===== src/rtl/sw_debounce_edge_pkg.sv =====
// Board timing constants shared by timing blocks, plus the per-channel debouncer output record.
package sw_debounce_edge_pkg;

    localparam int BOARD_CLK_HZ = 50_000_000;
    localparam int TICK_DIV_1MS = BOARD_CLK_HZ / 1000;

    typedef struct packed {
        logic level;
        logic rise;
        logic fall;
    } ch_out_t;

endpackage


===== src/rtl/sw_debounce_edge_if.sv =====
// Switch conditioning bus: raw inputs in, clean levels, edge pulses and sample tick out.
interface sw_debounce_edge_if #(
    parameter int N_SW = 3
);
    logic [N_SW-1:0] sw_in;
    logic [N_SW-1:0] sw_level;
    logic [N_SW-1:0] sw_rise;
    logic [N_SW-1:0] sw_fall;
    logic            tick;

    modport master (output sw_in, input sw_level, sw_rise, sw_fall, tick);
    modport slave  (input sw_in, output sw_level, sw_rise, sw_fall, tick);
endinterface


===== src/rtl/sw_debounce_edge_ch.sv =====
// One switch channel: polarity fix, 2-flop synchroniser, tick-counted stability filter,
// registered level with single-cycle rise/fall pulses.
module debounce_ch
    import sw_debounce_edge_pkg::*;
#(
    parameter int STABLE_TICKS = 8,
    parameter bit ACTIVE_LOW   = 1'b1
) (
    input  logic    clk,
    input  logic    rst,
    input  logic    i_tick,
    input  logic    i_sw,
    output ch_out_t o_out
);
    localparam int             CW     = $clog2(STABLE_TICKS + 1);
    localparam logic [CW-1:0]  C_LAST = CW'(STABLE_TICKS - 1);

    logic          w_sw;
    logic          r_s1;
    logic          r_s2;
    logic [CW-1:0] r_cnt;
    ch_out_t       r_out;

    assign w_sw = ACTIVE_LOW ? ~i_sw : i_sw;

    always_ff @(posedge clk or posedge rst) begin
        if (rst) begin
            r_s1 <= 1'b0;
            r_s2 <= 1'b0;
        end else begin
            r_s1 <= w_sw;
            r_s2 <= r_s1;
        end
    end

    // Any clk of agreement restarts the stability count, tick or not.
    always_ff @(posedge clk or posedge rst) begin
        if (rst) begin
            r_cnt <= '0;
            r_out <= '0;
        end else begin
            r_out.rise <= 1'b0;
            r_out.fall <= 1'b0;
            if (r_s2 == r_out.level) begin
                r_cnt <= '0;
            end else if (i_tick) begin
                if (r_cnt == C_LAST) begin
                    r_out.level <= r_s2;
                    r_out.rise  <= r_s2;
                    r_out.fall  <= ~r_s2;
                    r_cnt       <= '0;
                end else begin
                    r_cnt <= r_cnt + CW'(1);
                end
            end
        end
    end

    assign o_out = r_out;

endmodule


===== src/rtl/sw_debounce_edge.sv =====
// Switch input conditioner: shared sample-tick prescaler feeding N_SW independent debounce channels.
module sw_debounce_edge
    import sw_debounce_edge_pkg::*;
#(
    parameter int N_SW         = 3,
    parameter int TICK_DIV     = TICK_DIV_1MS,
    parameter int STABLE_TICKS = 8,
    parameter bit ACTIVE_LOW   = 1'b1
) (
    input  logic               clk,
    input  logic               rst,
    sw_debounce_edge_if.slave  sw_bus
);
    localparam int             PW     = $clog2(TICK_DIV);
    localparam logic [PW-1:0]  P_LAST = PW'(TICK_DIV - 1);
    localparam logic [PW-1:0]  P_PRE  = PW'(TICK_DIV - 2);

    logic [PW-1:0]   r_pcnt;
    logic            r_tick;
    ch_out_t         w_ch [N_SW];
    logic [N_SW-1:0] w_level;
    logic [N_SW-1:0] w_rise;
    logic [N_SW-1:0] w_fall;

    // tick is registered one count early so it is high exactly while r_pcnt == TICK_DIV-1.
    always_ff @(posedge clk or posedge rst) begin
        if (rst) begin
            r_pcnt <= '0;
            r_tick <= 1'b0;
        end else begin
            r_pcnt <= (r_pcnt == P_LAST) ? '0 : r_pcnt + PW'(1);
            r_tick <= (r_pcnt == P_PRE);
        end
    end

    generate
        for (genvar g = 0; g < N_SW; g++) begin : g_ch
            debounce_ch #(
                .STABLE_TICKS (STABLE_TICKS),
                .ACTIVE_LOW   (ACTIVE_LOW)
            ) u_ch (
                .clk    (clk),
                .rst    (rst),
                .i_tick (r_tick),
                .i_sw   (sw_bus.sw_in[g]),
                .o_out  (w_ch[g])
            );
            assign w_level[g] = w_ch[g].level;
            assign w_rise[g]  = w_ch[g].rise;
            assign w_fall[g]  = w_ch[g].fall;
        end
    endgenerate

    assign sw_bus.sw_level = w_level;
    assign sw_bus.sw_rise  = w_rise;
    assign sw_bus.sw_fall  = w_fall;
    assign sw_bus.tick     = r_tick;

endmodule


===== src/flat_wrapper.sv =====
// flat-port wrapper written by rule: the top's interface ports become plain ports
module sw_debounce_edge_flat import sw_debounce_edge_pkg::*;
#(
    parameter int N_SW         = 3,
    parameter int TICK_DIV     = TICK_DIV_1MS,
    parameter int STABLE_TICKS = 8,
    parameter bit ACTIVE_LOW   = 1'b1
)
  (clk, rst, sw_bus_sw_in, sw_bus_sw_level, sw_bus_sw_rise, sw_bus_sw_fall, sw_bus_tick);
  sw_debounce_edge_if #(.N_SW(N_SW)) sw_bus_i ();
  input  logic clk;
  input  logic rst;
  input wire logic [$bits(sw_bus_i.sw_in)-1:0] sw_bus_sw_in;
  output wire logic [$bits(sw_bus_i.sw_level)-1:0] sw_bus_sw_level;
  output wire logic [$bits(sw_bus_i.sw_rise)-1:0] sw_bus_sw_rise;
  output wire logic [$bits(sw_bus_i.sw_fall)-1:0] sw_bus_sw_fall;
  output wire logic [$bits(sw_bus_i.tick)-1:0] sw_bus_tick;
  assign sw_bus_i.sw_in = sw_bus_sw_in;
  assign sw_bus_sw_level = sw_bus_i.sw_level;
  assign sw_bus_sw_rise = sw_bus_i.sw_rise;
  assign sw_bus_sw_fall = sw_bus_i.sw_fall;
  assign sw_bus_tick = sw_bus_i.tick;
  sw_debounce_edge #(.N_SW(N_SW), .TICK_DIV(TICK_DIV), .STABLE_TICKS(STABLE_TICKS), .ACTIVE_LOW(ACTIVE_LOW)) u_core (.clk(clk), .rst(rst), .sw_bus(sw_bus_i));
endmodule

===== config.mk =====
export PLATFORM = sky130hd
export DESIGN_NAME = sw_debounce_edge_flat
export DESIGN_NICKNAME = d
export VERILOG_FILES = /design/src/rtl/sw_debounce_edge_pkg.sv /design/src/rtl/sw_debounce_edge_if.sv /design/src/rtl/sw_debounce_edge_ch.sv /design/src/rtl/sw_debounce_edge.sv /design/src/flat_wrapper.sv
export SDC_FILE = /design/constraint.sdc
export NUM_CORES = 1
export LEC_CHECK = 0
export BUFFER_PORTS_ARGS = -buffer_cell sky130_fd_sc_hd__buf_2
export CAP_MARGIN = 40
export CORE_ASPECT_RATIO = 0.6
export CORE_UTILIZATION = 42
export DETAILED_ROUTE_END_ITERATION = 12
export MAX_ROUTING_LAYER = met4
export SYNTH_ARGS = -nofsm -noshare
export SYNTH_HDL_FRONTEND = slang
export SYNTH_SLANG_ARGS = --single-unit

===== constraint.sdc =====
create_clock -name clk -period 2.12 [get_ports clk]
set_input_delay 0.106 -clock clk [delete_from_list [all_inputs] [get_ports clk]]
set_output_delay 0.106 -clock clk [all_outputs]
set_load 0.02 [all_outputs]

==> results of run 1 <==
[power groups by stage]
stage          Clock (mW)  Combinational [mW]  Sequential [mW]
2_1_floorplan           0              0.0181            0.864
3_3_place_gp            0              0.0279            0.865
3_5_place_dp            0              0.0293            0.865
4_1_cts             0.562              0.0347            0.848
5_1_grt             0.599              0.0392            0.849
6_report            0.534              0.0330            0.848
[registers in the layout (all words and copies together) (netlist names)]
register / count
u_core.g_ch.u_ch.r_s1: 3
u_core.sw_bus.tick: 1
u_core.g_ch.u_ch.r_cnt: 12
u_core.g_ch.u_ch.o_out: 9
u_core.r_pcnt: 16
u_core.g_ch.u_ch.r_s2: 3
[routing by layer]
metal | global-route usage [%] | part of all wire, % | vias to the layer above
met1 | 21.9 | 51 | 599
met4 | 7.67 | 1.4 | 0
met3 | 5.43 | 4.9 | 5
li1 | - | - | 618
met5 | - | 0 | -
met2 | 28.5 | 43 | 26
[cell type report]
type	count	area [sq um]	share of cell area (%)
clock buffers	8	90.1	4.11
inverters	7	26.3	1.20
multi-input cells	113	772	35.3
flip-flops and latches	44	1100	50.3
well taps	60	75.1	3.43
repair buffers	20	125	5.71
[Yosys cell counts (2+ instances only)]
master    count  area [sq um]
dfrtp_1      44          1100
nor2_1       18          67.6
nand2_1      13          48.8
xor2_1       10          87.6
a21oi_1       7          35.0
inv_1         7          26.3
nand3_1       6          30.0
nand4_1       6          37.5
nor3b_1       6          45.0
xnor2_1       6          52.6
ha_1          5          62.6
mux2_2        5          56.3
or3_1         4          25.0
and2_1        3          18.8
mux2i_1       3          30.0
nand4b_1      3          26.3
nand3b_1      2          15.0
nor2b_1       2          12.5
o21ai_0       2          10.0
[path summary, 6_finish.rpt]
| path | from | end | slack (ns) | cells after the start |
|---|---|---|---|---|
| min reg2reg | u_core.g_ch[2].u_ch.r_s1 | u_core.g_ch[2].u_ch.r_s2 | 0.35 | 0 |
| max reg2reg | u_core.r_pcnt[10] | u_core.r_pcnt[8] | 0.27 | 4 |
| min in group asynchronous | rst | u_core.r_pcnt[0] | 0.49 | 4 |
| min | u_core.g_ch[2].u_ch.r_s1 | u_core.g_ch[2].u_ch.r_s2 | 0.35 | 0 |
| max in group asynchronous | rst | u_core.g_ch[1].u_ch.r_s1 | 1.27 | 4 |
| max | u_core.r_pcnt[10] | u_core.r_pcnt[8] | 0.27 | 4 |
[through the flow]
stage / hold WS [ns] / total power, mW
global placement: 0.250 / 0.893
detailed placement: 0.256 / 0.894
floorplan: 0.165 / 0.882
CTS: 0.357 / 1.44
finish: 0.354 / 1.42
global route: 0.362 / 1.49
[kinds of logic (layout without fill, tap and decap cells)]
logic type	after synthesis	after routing
compound gates	12	12
xor+xnor	16	16
fa+ha+maj	5	5
buf+inv	11	35
flops	44	44
mux	8	8
simple gates	72	72
[timing repair]
action | CTS | global route
endpoints found under the setup margin | 0 | 0
hold buffers | 4 | 0
hold endpoints to repair | 47 | 0
[worst reg2reg max path: stages (launching register included)]
cell and delay [ns]:
dfrtp_1 0.43, or4b_4 0.56, nor4_4 0.33, and2_1 0.33
nor2_1 0.09
==> run_results.csv, run 1 <==
group,metric,value,unit
clocking,clk_path_buf_depth,2,
routing,drtPass1Iterations,4,
placement,dp_hpwl,2260,microns
yosys,avgSynthCellArea,11.4,sq um
clocking,cts_sinks,44,
yosys,synth_xor_area_share,7.29,%
placement,dpl.cell_count,240,
timing,fin_ws,0.272,ns
global_route,track_usage,18.0,%
floorplanning,die_x,89.4,microns
yosys,yosysSeqAreaShare,57.3,%
timing,hold_viol_final,0,
global_route,grt_max_degree,45,
power_and_ir_drop,p_switching,0.293,mW
critical_path,required,2.30,ns
critical_path,startpoint_type,"flop",
floorplanning,die_y,54.4,microns
critical_path,cp.arrival,2.03,ns
power_and_ir_drop,swShare,20.7,%
floorplanning,design.portCount,15,
placement,dp_slack,0.284,ns
power_and_ir_drop,p_int,1.12,mW
yosys,synthAdderAreaFrac,3.25,%
yosys,synth_nets,178,
cells_and_area,final_cell_mix,"dfrtp_1, nor2_1, buf_2",
yosys,synth_compound_area_share,3.45,%
routing,wl_per_cell,13.3,microns
routing,wirelength,3350,microns
yosys,synth_area,1920,sq um
global_route,grt_pass1_wl,6060,microns
power_and_ir_drop,clkPwrFrac,37.7,%
global_route,antenna_found_initial,0,
power_and_ir_drop,irDropWorstVdd,272,uV
critical_path,critPathBufInv,0,
clocking,cts_tree,"built",
placement,numPortBuffers,14,
cells_and_area,design_area,2190,sq um
timing,finalMaxSlewViolations,0,
cells_and_area,layout.cells.non_filler,252,
routing,vias,1248,
cells_and_area,nets,201,
critical_path,crit_chain,"or4b_4 > nor4_4 > and2_1 > nor2_1",
hold_path,hold_path.class,"reg2reg",
power_and_ir_drop,comb_power_share,2.3,%
clocking,clk_pin_slew,0.08,ns
yosys,synth_warnings,0,
critical_path,cp_top_family,"simple AND/OR/NAND/NOR gates",
cells_and_area,synthToLayoutAreaGrowth,13.9,%
floorplanning,dieArea,4860,sq um
critical_path,cpMaxStageDelayCell,"or4b_4",
placement,post_dp_cell_area,2060,sq um
timing,finalCriticalPeriod,1.85,ns
timing,skew,0.0103,ns
cells_and_area,post-route-util,51.4,%
yosys,syn-instance-count,168,
power_and_ir_drop,p_per_area,646,nW/um^2
floorplanning,start_util,45.2,%
critical_path,crit_path_max_fanout,7,
routing,drc_errors,0,
yosys,synth_top_family_by_area,"simple AND/OR/NAND/NOR gates",
clocking,cts-resized-gates,0,
critical_path,path_class,"reg2reg",
yosys,synth_edf_count,0,
clocking,post_cts_buffers,0,
routing,drt_iter0_markers,53,
critical_path,end_kind,"flop",
yosys,synth_mux_area_share,4.49,%
job,cap_violations,0,
timing,setup-tns-final,0,ns
placement,globalplace.congestion,0.744,
timing,slew_headroom,64.7,%
floorplanning,coreArea,4260,sq um
routing,via_per_inst,4.95,
yosys,synthFlopType,"dfrtp_1",
clocking,clk_latency,0.30,ns
clocking,htreeDepth,2,
routing,antenna_left,0,
status,status,"completed",
timing,rsz0062_at_grt,"false",
timing,fmax,541,MHz
yosys,synth-seq-cells,44,
cells_and_area,final_common_cell,"dfrtp_1",
timing,setup_viol,0,
cells_and_area,drive_gt1_share,16.1,%
yosys,synth_simple_gate_area_share,21.7,%
cells_and_area,n_antenna_cell,0,
power_and_ir_drop,seqPwrFrac,60.0,%
yosys,synth-async-reset-ratio,100,%
global_route,overflow,0,
power_and_ir_drop,p_leak,1.03,nW
timing,fin_crit_sh,87.2,%
clocking,numCtsBuffers,5,
floorplanning,rows,18,
clocking,root_buffer,"clkbuf_8",
global_route,grt_pass1_vias,1333,
timing,tightest_slew,0.529,ns
cells_and_area,fillers,391,
yosys,synth_cell_types,35,
critical_path,critPathMaxStageDelay,0.56,ns
Power figures use the tool's default switching activity.
==> run 2, diff against run 1 <==
clock period = 1.8 ns   (was 2.12 ns; I/O delays follow)
==> run 2 against run 1 <==
  * Non-clock buffer count up 5
  * Final cell count up 2.0%
  * Register-to-register slack worse by 0.16 ns
  * Sequential power up 18%
  * Global-route usage down 0.94 points
  * Design area up 1.8%
  * Via count up 3.1%
  * Count of clock-buffer cells in the layout unchanged
  * Combinational power up 25%
  * Fmax up 9.6%
  * Die area unchanged
  * First-iteration DRC count up 49%
  * Largest cell class unchanged
==> run_results.csv, run 2 (synthesis gave the netlist of run 1 again) <==
group,metric,value,unit
status,status,"completed",
floorplanning,coreArea,4260,sq um
cells_and_area,multi_input_area,773,sq um
routing,vias,1287,
cells_and_area,largest_register,"u_core.r_pcnt",
timing,setup_viol,0,
cells_and_area,fillers,381,
cells_and_area,nets,206,
clocking,clk_path_buf_depth,2,
clocking,post_cts_buffers,0,
global_route,antenna_found_initial,0,
global_route,overflow,0,
routing,wl_per_cell,13.2,microns
placement,numPortBuffers,14,
timing,fin_crit_sh,93.6,%
cells_and_area,design_area,2230,sq um
timing,setup-tns-final,0,ns
global_route,grt_max_degree,25,
placement,globalplace.congestion,0.778,
cells_and_area,synthToLayoutAreaGrowth,15.9,%
timing,fin_ws,0.115,ns
clocking,root_buffer,"clkbuf_8",
timing,rsz0062_at_grt,"false",
floorplanning,rows,18,
power_and_ir_drop,p_leak,1.06,nW
timing,tightest_slew,0.591,ns
routing,drt_iter0_markers,79,
timing,hold_viol_final,0,
global_route,grt_pass1_vias,1293,
critical_path,startpoint_type,"flop",
global_route,track_usage,17.1,%
routing,via_per_inst,5.01,
routing,wirelength,3400,microns
timing,finalCriticalPeriod,1.69,ns
clocking,clk_latency,0.28,ns
floorplanning,die_y,54.4,microns
floorplanning,die_x,89.4,microns
critical_path,required,1.98,ns
clocking,cts_sinks,44,
clocking,numCtsBuffers,5,
critical_path,path_class,"reg2reg",
global_route,grt_pass1_wl,5820,microns
cells_and_area,final_common_cell,"dfrtp_1",
floorplanning,start_util,45.2,%
clocking,htreeDepth,2,
cells_and_area,final_cell_mix,"dfrtp_1, nor2_1, buf_2",
critical_path,crit_path_max_fanout,3,
cells_and_area,n_antenna_cell,0,
timing,finalMaxSlewViolations,0,
cells_and_area,drive_gt1_share,18.8,%
cells_and_area,regArea,1100,sq um
clocking,clk_pin_slew,0.08,ns
hold_path,hold_path.class,"reg2reg",
routing,drc_errors,0,
power_and_ir_drop,irDropWorstVdd,422,uV
clocking,cts_tree,"built",
power_and_ir_drop,p_per_area,741,nW/um^2
timing,skew,0.00592,ns
placement,dp_hpwl,2460,microns
critical_path,cp.arrival,1.86,ns
timing,fmax,593,MHz
placement,dp_slack,0.0824,ns
critical_path,end_kind,"flop",
placement,post_dp_cell_area,2100,sq um
cells_and_area,largest_register_ffs,16,
routing,antenna_left,0,
routing,drtPass1Iterations,4,
timing,slew_headroom,60.6,%
floorplanning,dieArea,4860,sq um
floorplanning,design.portCount,15,
critical_path,r2r_slack,0.11,ns
job,cap_violations,0,
## run 2: final cells by class
type | count | share of cell area, %
repair buffers | 25 | 7.30
well taps | 60 | 3.37
inverters | 7 | 1.18
clock buffers | 8 | 4.04
multi-input cells | 113 | 34.7
flip-flops and latches | 44 | 49.4
## run 2: final timing paths
kind,start,to,depth (start not counted)
setup / recovery,u_core.r_pcnt[13],u_core.r_pcnt[4],5
setup reg to reg,u_core.r_pcnt[13],u_core.r_pcnt[4],5
hold / removal,u_core.g_ch[0].u_ch.r_s1,u_core.g_ch[0].u_ch.r_s2,0
hold reg to reg,u_core.g_ch[0].u_ch.r_s1,u_core.g_ch[0].u_ch.r_s2,0
max in group asynchronous,rst,u_core.r_pcnt[11],4
min in group asynchronous,rst,u_core.g_ch[2].u_ch.r_cnt[2],4
## run 2: power by group
| part | total (mW) | internal (mW) | switching, mW |
|---|---|---|---|
| clock network | 0.610 | 0.313 | 0.297 |
| registers | 0.999 | 0.994 | 0.00451 |
| logic | 0.0412 | 0.0153 | 0.0259 |
## run 2: critical path, stage by stage, from the launching register on
cell and delay [ns]:
dfrtp_1 0.41, or4b_4 0.54, nor4_4 0.27, buf_4 0.17, nor3_1 0.05, a21o_1 0.14
## run 2: repair_timing
item,in CTS,in global routing
gates resized for setup,0,1
endpoints found under the hold margin,47,0
hold buffers,4,0
endpoints found under the setup margin,0,5
## run 2: through the flow
stage | cells | utilization [%] | hold slack [ns] | total power [mW]
2_1_floorplan | 168 | - | 0.149 | 1.04
3_3_place_gp | 245 | 49.3 | 0.141 | 1.05
3_5_place_dp | 245 | 49.3 | 0.158 | 1.06
4_1_cts | 257 | 52.3 | 0.360 | 1.68
5_1_grt | 257 | 52.4 | 0.362 | 1.73
6_report | 257 | 52.4 | 0.356 | 1.65
## run 2: per-layer routing
metal  global-route usage [%]  share of wire, %
met5                        -                 0
met4                     4.76              0.56
met1                     21.4                50
met2                     27.7                45
met3                     4.68               4.1
==> run 3, diff against run 2 <==
RECOVER_POWER = 25   (was default)
==> run 3 against run 2 <==
  * Fmax barely moved
  * Setup slack got worse by 0.0013 ns
  * Power fell by 0.13%
  * Via count barely moved
  * Routed wire length barely moved
  * Sequential share of layout area rose by 0.084 points
  * Clock skew fell by 0.00083 ns
  * Register-to-register slack barely moved
  * Combinational power fell by 3%
  * First-iteration DRC count fell by 5.1%
  * Sequential cell count did not move
  * Critical path type unchanged
==> run_results.csv, run 3 (synthesis gave the netlist of run 1 again) <==
group,metric,value,unit
critical_path,r2r_slack,0.11,ns
placement,globalplace.congestion,0.778,
clocking,clk_path_buf_depth,2,
cells_and_area,n_antenna_cell,0,
floorplanning,rows,18,
cells_and_area,final_common_cell,"dfrtp_1",
cells_and_area,multi_input_area,773,sq um
timing,slew_headroom,30.3,%
critical_path,path_class,"reg2reg",
clocking,root_buffer,"clkbuf_8",
routing,drt_iter0_markers,75,
global_route,overflow,0,
routing,via_per_inst,5.00,
cells_and_area,synthToLayoutAreaGrowth,15.7,%
cells_and_area,largest_register_ffs,16,
status,status,"completed",
global_route,antenna_found_initial,0,
clocking,clk_pin_slew,0.08,ns
timing,tightest_slew,1.05,ns
cells_and_area,drive_gt1_share,18.3,%
cells_and_area,post-route-util,52.3,%
critical_path,critical_path.endpoint,"u_core.r_pcnt[4]",
timing,setup-tns-final,0,ns
critical_path,cpMaxStageDelayCell,"or4b_4",
routing,antenna_left,0,
critical_path,critPathBufInv,1,
global_route,grt_pass1_wl,5820,microns
cells_and_area,design_area,2220,sq um
critical_path,cp_top_family,"simple AND/OR/NAND/NOR gates",
global_route,grt_pass1_vias,1293,
cells_and_area,regArea,1100,sq um
critical_path,critPathMaxStageDelay,0.54,ns
timing,finalMaxSlewViolations,0,
floorplanning,start_util,45.2,%
floorplanning,die_y,54.4,microns
critical_path,r2r_cells,5,
cells_and_area,nets,206,
cells_and_area,largest_register,"u_core.r_pcnt",
routing,wl_per_cell,13.3,microns
clocking,htreeDepth,2,
cells_and_area,final_cell_mix,"dfrtp_1, nor2_1, buf_2",
critical_path,required,1.98,ns
floorplanning,die_x,89.4,microns
timing,fin_crit_sh,93.7,%
routing,drc_errors,0,
critical_path,crit_path_max_fanout,3,
cells_and_area,fillers,383,
routing,drtPass1Iterations,4,
placement,post_dp_cell_area,2100,sq um
floorplanning,design.portCount,15,
timing,fmax,593,MHz
routing,wirelength,3410,microns
critical_path,crit_chain,"or4b_4 > nor4_4 > buf_4 > nor3_1 > a21o_1",
power_and_ir_drop,finalPower,1.65,mW
power_and_ir_drop,p_leak,1.05,nW
clocking,cts_sinks,44,
timing,hold_viol_final,0,
clocking,post_cts_buffers,0,
timing,setup_viol,0,
placement,numPortBuffers,14,
timing,finalCriticalPeriod,1.69,ns
clocking,clk_latency,0.28,ns
critical_path,regToRegEndpoint,"u_core.r_pcnt[4]",
clocking,cts_tree,"built",
critical_path,r2r_start,"u_core.r_pcnt[13]",
hold_path,hold_path.class,"reg2reg",
global_route,track_usage,17.1,%
cells_and_area,layout.cells.non_filler,257,
critical_path,end_kind,"flop",
floorplanning,coreArea,4260,sq um
critical_path,startpoint_type,"flop",
placement,dp_hpwl,2460,microns
placement,dpl.cell_count,245,
critical_path,critical_path_cell_count,5,
global_route,grt_max_degree,25,
timing,rsz0062_at_grt,"false",
routing,vias,1286,
floorplanning,dieArea,4860,sq um
critical_path,cp.arrival,1.86,ns
timing,skew,0.00509,ns
critical_path,setup.worst_path.start,"u_core.r_pcnt[13]",
job,cap_violations,0,
power_and_ir_drop,irDropWorstVdd,422,uV
clocking,numCtsBuffers,5,
power_and_ir_drop,p_per_area,741,nW/um^2
==> run 3: changes by cell type in the layout (fill, tap and decap cells not counted) <==
cell and change:
clkbuf_1 +1, buf_4 -1
==> run 3: how the worst min path moves through the flow <==
stage | start | end | slack, ns | cells after the start
2_1_floorplan | sw_bus_sw_in[0] | u_core.g_ch[0].u_ch.r_s1 | 0.15 | 1
3_3_place_gp | rst | u_core.g_ch[2].u_ch.r_s1 | 0.14 | 3
3_5_place_dp | rst | u_core.sw_bus.tick | 0.16 | 3
4_1_cts | u_core.g_ch[0].u_ch.r_s1 | u_core.g_ch[0].u_ch.r_s2 | 0.36 | 0
5_1_grt | u_core.g_ch[0].u_ch.r_s1 | u_core.g_ch[0].u_ch.r_s2 | 0.36 | 0
6_report | u_core.g_ch[0].u_ch.r_s1 | u_core.g_ch[0].u_ch.r_s2 | 0.36 | 0
==> run 3: area by class of cell <==
type | count | share of cell area (%)
Timing Repair Buffer | 25 | 7.14
Inverter | 7 | 1.18
Clock buffer | 8 | 4.05
Sequential cell | 44 | 49.5
Tap cell | 60 | 3.37
Multi-Input combinational cell | 113 | 34.8
==> run 3: through the flow <==
stage          hold WS [ns]  worst slack [ns]
2_1_floorplan         0.149             0.130
3_3_place_gp          0.141             0.116
3_5_place_dp          0.158            0.0824
4_1_cts               0.360            0.0681
5_1_grt               0.362            0.0407
6_report              0.356             0.113
==> run 3: report_power, final <==
part	switching (mW)	internal, mW	total, mW
clock	0.296	0.313	0.609
sequential	0.00452	0.995	0.999
combinational	0.0258	0.0143	0.0401
==> run 3: what timing repair did <==
action                                  4_1_cts  5_1_grt
endpoints found under the setup margin        0        5
endpoints found under the hold margin        47        0
hold buffers                                  4        0
resized for setup                             0        1
==> run 3: metal layers <==
| layer | track usage [%] | vias to the layer above | part of all wire, % |
|---|---|---|---|
| met4 | 4.76 | 0 | 0.56 |
| li1 | - | 628 | - |
| met1 | 21.4 | 634 | 50 |
| met2 | 27.7 | 22 | 46 |
| met5 | - | - | 0 |
| met3 | 4.68 | 2 | 3.8 |
